**src/rtl/mb8_cpa_rx.sv**
```systemverilog
// Segmented carry-propagate adder resolving Booth carry-save sum/carry vectors into a product.
// Optional self-check against a direct signed multiply when MB8_CPA_CHECK_EN is defined.
module mb8_cpa_rx #(
  parameter int WIDTH = 8,
  parameter int SEG   = 4
) (
  input  logic                 CLK,
  input  logic                 RST,
  input  logic [2*WIDTH-1:0]   sum1,
  input  logic [2*WIDTH-1:0]   carry1,
  input  logic [WIDTH-1:0]     mx2,
  input  logic [WIDTH-1:0]     my2,
  input  logic                 in_valid,
  output logic                 in_ready,
  output logic [2*WIDTH-1:0]   prod,
  output logic                 out_valid,
  input  logic                 out_ready,
  output logic                 err,
  output logic [7:0]           err_cnt
);

  localparam int PW   = 2 * WIDTH;
  localparam int NSEG = PW / SEG;
  localparam int KW   = (NSEG > 1) ? $clog2(NSEG) : 1;

  typedef enum logic [1:0] {IDLE, ADD, DONE} state_t;

  state_t          state, state_nx;
  logic [PW-1:0]   sum_q, carry_q, prod_q, prod_nx;
  logic [KW-1:0]   k_q;
  logic            cy_q;
  logic [SEG:0]    seg_sum;
  logic            accept, last_seg;

  assign accept    = in_valid && (state == IDLE);
  assign last_seg  = (state == ADD) && (k_q == KW'(NSEG - 1));
  assign in_ready  = (state == IDLE);
  assign out_valid = (state == DONE);
  assign prod      = prod_q;

  always_ff @(posedge CLK or posedge RST) begin
    if (RST) state <= IDLE;
    else     state <= state_nx;
  end

  always_comb begin
    state_nx = state;
    case (state)
      IDLE:    if (in_valid)  state_nx = ADD;
      ADD:     if (last_seg)  state_nx = DONE;
      DONE:    if (out_ready) state_nx = IDLE;
      default:                state_nx = IDLE;
    endcase
  end

  // One SEG-bit slice per cycle, ripple carry held in cy_q between slices.
  always_comb begin
    seg_sum = {1'b0, sum_q[k_q*SEG +: SEG]} + {1'b0, carry_q[k_q*SEG +: SEG]}
            + {{SEG{1'b0}}, cy_q};
    prod_nx = prod_q;
    prod_nx[k_q*SEG +: SEG] = seg_sum[SEG-1:0];
  end

  always_ff @(posedge CLK or posedge RST) begin
    if (RST) begin
      sum_q   <= '0;
      carry_q <= '0;
      prod_q  <= '0;
      k_q     <= '0;
      cy_q    <= 1'b0;
    end else if (accept) begin
      sum_q   <= sum1;
      carry_q <= carry1;
      k_q     <= '0;
      cy_q    <= 1'b0;
    end else if (state == ADD) begin
      prod_q  <= prod_nx;
      cy_q    <= seg_sum[SEG];
      k_q     <= k_q + 1'b1;
    end
  end

`ifdef MB8_CPA_CHECK_EN
  logic [PW-1:0] ref_q;
  logic          err_q;
  logic [7:0]    cnt_q;
  logic          mism;

  // prod_nx on the last slice is the final product, so the verdict is ready at DONE entry.
  assign mism    = (prod_nx != ref_q);
  assign err     = err_q;
  assign err_cnt = cnt_q;

  always_ff @(posedge CLK or posedge RST) begin
    if (RST) begin
      ref_q <= '0;
      err_q <= 1'b0;
      cnt_q <= '0;
    end else begin
      if (accept)
        ref_q <= {{WIDTH{mx2[WIDTH-1]}}, mx2} * {{WIDTH{my2[WIDTH-1]}}, my2};
      if (last_seg) begin
        err_q <= mism;
        if (mism && (cnt_q != 8'hFF)) cnt_q <= cnt_q + 8'd1;
      end else if ((state == DONE) && out_ready) begin
        err_q <= 1'b0;
      end
    end
  end
`else
  logic unused_ops;
  assign unused_ops = ^{mx2, my2};
  assign err        = 1'b0;
  assign err_cnt    = 8'd0;
`endif

endmodule
```
**config.mk**
```make
export PLATFORM = sky130hd
export DESIGN_NAME = mb8_cpa_rx
export DESIGN_NICKNAME = d
export VERILOG_FILES = /design/src/rtl/mb8_cpa_rx.sv
export SDC_FILE = /design/constraint.sdc
export NUM_CORES = 1
export LEC_CHECK = 0
export CORE_MARGIN = 2
export CORE_UTILIZATION = 51
export CTS_CLUSTER_DIAMETER = 120
export CTS_CLUSTER_SIZE = 14
export DETAILED_ROUTE_END_ITERATION = 7
export HOLD_SLACK_MARGIN = 0.15
export PLACE_DENSITY = 0.83
export SKIP_LAST_GASP = 1
export SLEW_MARGIN = 20
export SYNTH_ARGS = -nofsm -noshare
export SYNTH_HDL_FRONTEND = slang
export SYNTH_SLANG_ARGS = --single-unit
```
**constraint.sdc**
```tcl
create_clock -name CLK -period 4.4 [get_ports CLK]
set_input_delay 0.88 -clock CLK [delete_from_list [all_inputs] [get_ports CLK]]
set_output_delay 0.88 -clock CLK [all_outputs]
set_load 0.02 [all_outputs]
```
# [After elaboration in Yosys (flattened, before gate mapping)]
# Cells that the tools add are included.
[op_classes] n_addsub=4 n_eq_ne=6 shifts=4 mux=9 bitwise=1 reduce_logical=6
[ops] cell="4-bit negation with 34-bit output" n=1
[ops] cell="4-bit by 34-bit variable shift with 16-bit output, first input constant" n=1
[ops] cell="4-bit by 34-bit indexed part select with 16-bit output" n=1
[ops] cell="16-bit by 5-bit indexed part select with 4-bit output" n=2
[ops] cell="16-bit bitwise mux" n=1
[ops] cell="2-bit 2-to-1 mux" n=5
[ops] cell="2-bit one-hot mux with 3 select lines" n=1
[ops] cell="4-bit by 4-bit adder with 5-bit output" n=1
[ops] cell="5-bit by 1-bit adder with 5-bit output" n=1
[ops] cell="2-bit equality test, second input constant" n=2
[ops] cell="2-bit != test, second input constant" n=2
[ops] cell="3-bit AND reduction" n=1
[ops] cell="2-bit by 1-bit adder with 2-bit output, second input constant" n=1
[ops] cell="2-bit by 1-bit equality test with 1-bit output, second input constant" n=1
[ops] cell="1-bit logical AND" n=2
[ops] cell="2-bit zero test" n=1
[ops] cell="1-bit 2-to-1 mux" n=2
[ops] cell="2-bit by 1-bit != test with 1-bit output, second input constant" n=1
[ops] cell="2-bit AND reduction" n=1
[ops] cell="2-bit nonzero test" n=1
[ops] cell="1-bit inverter" n=1
[totals] register_bits=53 in_bits=52 output_inout_bits=27 word_cells=36

# [Depth between registers and ports, before layout]
[logic_depth] ltp_word=5 mapped_depth=7 mapped_depth_nobuf=6

# [Least setup slack after synthesis]
# Ideal clock, no wire load.
[synth_timing] path_kind="register to register" start="register k_q[0]" end="register cy_q" setup_ns=0.126 arrival_time_ns=2.398 required_time_ns=4.274 setup_slack_ns=1.876 stages_incl_launch_ff=8 n_path_buf=1 synth_period_minus_slack_ns=2.524 cell_sequence="dfrtp_1 buf_4 mux4_2 fa_1 fa_1 a21o_1 a21oi_1 o22ai_1"
[synth_between] elab_chain_len=5 elab_cells_between_ends=6 classes_between="add/sub: 2; shift: 2; mux: 2"
[synth_lines] element="start: declaration" line_no="30" text="logic [KW-1:0] k_q;"
[synth_lines] element="start signal: assignment" line_no="79" text="k_q <= k_q + 1'b1;"
[synth_lines] element="16-bit by 5-bit indexed part select with 4-bit output" line_no="58" text="seg_sum = {1'b0, sum_q[k_q*SEG +: SEG]} + {1'b0, carry_q[k_q*SEG +: SEG]}"
[synth_lines] element="4-bit by 4-bit adder with 5-bit output *" line_no="58"
[synth_lines] element="5-bit by 1-bit adder with 5-bit output *" line_no="59" text="+ {{SEG{1'b0}}, cy_q};"
[synth_lines] element="1-bit 2-to-1 mux *" line_no="76" text="end else if (state == ADD) begin"
[synth_lines] element="1-bit 2-to-1 mux *" line_no="71" text="end else if (accept) begin"
[synth_lines] element="end signal: assignment" line_no="78" text="cy_q <= seg_sum[SEG];"
[synth_lines] element="end: declaration" line_no="31" text="logic cy_q;"
# Every way passes the cells marked *; elsewhere a longest branch is shown, timed or not. The select of a mux whose other input is x is not followed.
# A chain may end at the register's enable or synchronous reset.

# [Worst setup path after layout]
[layout_timing] start="register k_q[0]" end="register prod_q[10], in the netlist prod[10]"
[layout_between] elab_chain_len=5 elab_cells_between_ends=8 classes_between="add/sub: 3; shift: 4; mux: 1"
[layout_lines] element="16-bit by 5-bit indexed part select with 4-bit output" line_no="58"
[layout_lines] element="4-bit by 4-bit adder with 5-bit output" line_no="58"
[layout_lines] element="5-bit by 1-bit adder with 5-bit output" line_no="59"
[layout_lines] element="4-bit by 34-bit indexed part select with 16-bit output" line_no="61" text="prod_nx[k_q*SEG +: SEG] = seg_sum[SEG-1:0];"
[layout_lines] element="16-bit bitwise mux *" line_no="61"
[layout_lines] element="end signal: assignment" line_no="77" text="prod_q <= prod_nx;"
[layout_lines] element="end: declaration" line_no="29" text="logic [PW-1:0] sum_q, carry_q, prod_q, prod_nx;"
# Every way passes the cells marked *; elsewhere a longest branch is shown, timed or not.

==> impl_metrics.yaml <==
pwr:
  vdd_drop_max_uv: 383
  power_leakage_nw: 1.46
  p_per_area_nw_per_um2: 790
route:
  wire_per_inst_um: 15.6
  drtIter0Drc: 37
  avgViaCountPerCell: 5.21
  antenna_left: 0
  drc_errors: 0
  wl_mm: 4.60
  vias: 1533
  dr.pass1.iters: 4
clock_tree:
  cts.htree.levels: 2
  cts_tree: "yes"
  cts_num_sinks: 53
  insertion_delay_ps: 310
  root_buffer: "clkbuf_8"
  cts_setup_buffers: 0
  clk_path_buf_depth: 2
  cts_made_buffers: 5
  ctsHoldBuffers: 0
  cts-resized-gates: 0
  clkTransAtPathRegs_ps: 100
yosys:
  synthCells: 169
  async_reset_ff_share_pct: 100
  syn_area_per_cell_um2: 15.6
  ys_seq_area_share_pct: 50.4
  yosys_warnings: 0
  synth_ff_type: "dfrtp_1"
  netlist_area_um2: 2630
  synth_edf_count: 0
  synth.distinct_cells: 37
  synth-seq-cells: 53
sta:
  max_freq_mhz: 338
  setup_slack_ps: 1440
  tightest_slew_ps: 880
  max-slew-margin-rel_pct: 41.2
  setup-violations-final: 0
  skew_ps: 12.2
  rsz0062_at_grt: "false"
  min_period_over_period_pct: 67.2
  period_minus_slack_ps: 2960
  maxSlewViolCount: 0
  tns_ps: 0
  finalHoldViolCount: 0
setup_path:
  end_kind: "flip-flop"
  cp_max_fo: 15
  slowest_stage: "dfrtp_1"
  timing.rr.start: "k_q[0]$_DFFE_PP0P_"
  slowest_delay_ps: 830
  cp-start-kind: "flip-flop"
  cp.arrival_ps: 3200
  crit_top_cell: "fa_1"
  cp.required_ps: 4650
  crit_path_start: "k_q[0]$_DFFE_PP0P_"
  crit_chain: "mux4_2 > fa_1 > fa_1 > xor2_1 > a22o_1"
  critical_path_class: "flip-flop to flip-flop"
finish:
  layout-drive-gt1-share_pct: 21.9
  final_cell_mix: "53 x dfrtp_1, 53 x clkdlybuf4s50_1, 27 x mux2_4, 12 x a22o_1, 9 x conb_1"
  fin_area_um2: 3280
  antennaDiodeCount: 0
  nets: 285
  syn_to_final_growth_pct: 24.9
global_routing:
  grt_first_pass_wirelength_mm: 7.56
  gr-usage-met1_pct: 23.5
  antenna_found_initial: 0
  top_usage_layer: "met2"
  use_met3_pct: 4.37
  met2_usage_pct: 29.3
  track_usage_pct: 18.0
  grt_max_degree: 54
  gr-total-overflow: 0
  grt_pass1_vias: 1602
placement:
  port-buffer-count: 53
  dpl_worst_slack_ps: 1410
  place_area_um2: 3170
  globalplace.congestion: 0.769
  hpwl_mm: 3.26
run:
  maxCapViolCount: 0
floorplanning:
  die-area_um2: 5750
  start_util_pct: 52.2
  fp.dieW_um: 75.8
  coreArea_um2: 5040
  die_h_um: 75.8
  ios: 79
  rows: 26
min_path:
  hp-start: "carry_q[4]$_DFFE_PP0P_"
  hp-class: "flip-flop to flip-flop"
status:
  outcome: "finished clean"
## report_power, final
| group | total [mW] | switching, mW | internal (mW) |
|---|---|---|---|
| logic | 1.36 | 0.622 | 0.738 |
| registers | 0.896 | 0.188 | 0.708 |
| clock network | 0.339 | 0.153 | 0.186 |
## worst max-delay path, delay by kind of cell (launching register included)
family | cells | cell delay, ps
flip-flops | 1 | 830
XOR/XNOR | 1 | 370
multiplexers | 1 | 620
adder cells (fa/ha/maj) | 2 | 870
AO/OA/AOI/OAI | 1 | 190
## cell families after synthesis
| logic type | Yosys count | synth area share, % |
|---|---|---|
| fa+ha+maj | 10 | 5.33 |
| buf+inv | 19 | 5.33 |
| other cells | 1 | 0.143 |
| xor+xnor | 1 | 0.333 |
| mux | 40 | 24.4 |
| compound gates | 25 | 7.75 |
| simple gates | 20 | 6.28 |
| flops | 53 | 50.4 |
## stage by stage
stage                     hold slack, ps  util [%]  power, mW  std cells
after detailed placement             475      62.8       2.27        286
after CTS                            497      65.1       2.62        294
after global placement               464      62.8       2.23        286
final                                492      65.1       2.59        294
after global routing                 527      65.1       2.77        294
after floorplan                      453         -       1.91        177
## final cells by class
cell class                      count  area, um2
Sequential cell                    53       1330
Fill cell                         388       1760
Clock inverter                      1       30.0
Inverter                            4       16.3
Multi-Input combinational cell    105       1200
Clock buffer                        7       86.3
Timing Repair Buffer               54        538
Tap cell                           70       87.6
## cell usage after synthesis (2+ instances only)
| master | number | area, um2 |
|---|---|---|
| fa_1 | 2 | 40.0 |
| ha_1 | 8 | 100 |
| o21bai_1 | 2 | 15.0 |
| mux4_2 | 8 | 180 |
| mux2_4 | 27 | 405 |
| buf_6 | 4 | 45.0 |
| mux2_1 | 5 | 56.3 |
| dfrtp_1 | 53 | 1330 |
| inv_1 | 4 | 15.0 |
| a22o_1 | 12 | 105 |
| buf_4 | 10 | 75.1 |
| a32o_1 | 4 | 40.0 |
| nand2_1 | 5 | 18.8 |
| nor2_1 | 2 | 7.51 |
## flip-flops by register name (all words and copies together), names as in the netlist
name,count
carry_q,16
cy_q,1
k_q,2
prod,16
sum_q,16
state,2
## final timing paths
kind                                          end  slack (ps)  cells after the start
min                        carry_q[4]$_DFFE_PP0P_         490                      1
min in group asynchronous      k_q[0]$_DFFE_PP0P_        1050                      2
max                          prod[10]$_DFFE_PP0P_        1440                      5
max in group asynchronous        cy_q$_DFFE_PP0P_        2840                      2
max reg2reg                  prod[10]$_DFFE_PP0P_        1440                      5
min reg2reg                carry_q[4]$_DFFE_PP0P_         490                      1
## layer usage
| layer | up-vias | part of all wire (%) |
|---|---|---|
| met4 | 0 | 1.3 |
| met5 | - | 0 |
| li1 | 717 | - |
| met2 | 46 | 48 |
| met1 | 764 | 46 |
| met3 | 6 | 4.4 |
(Power assumes the default switching activity.)
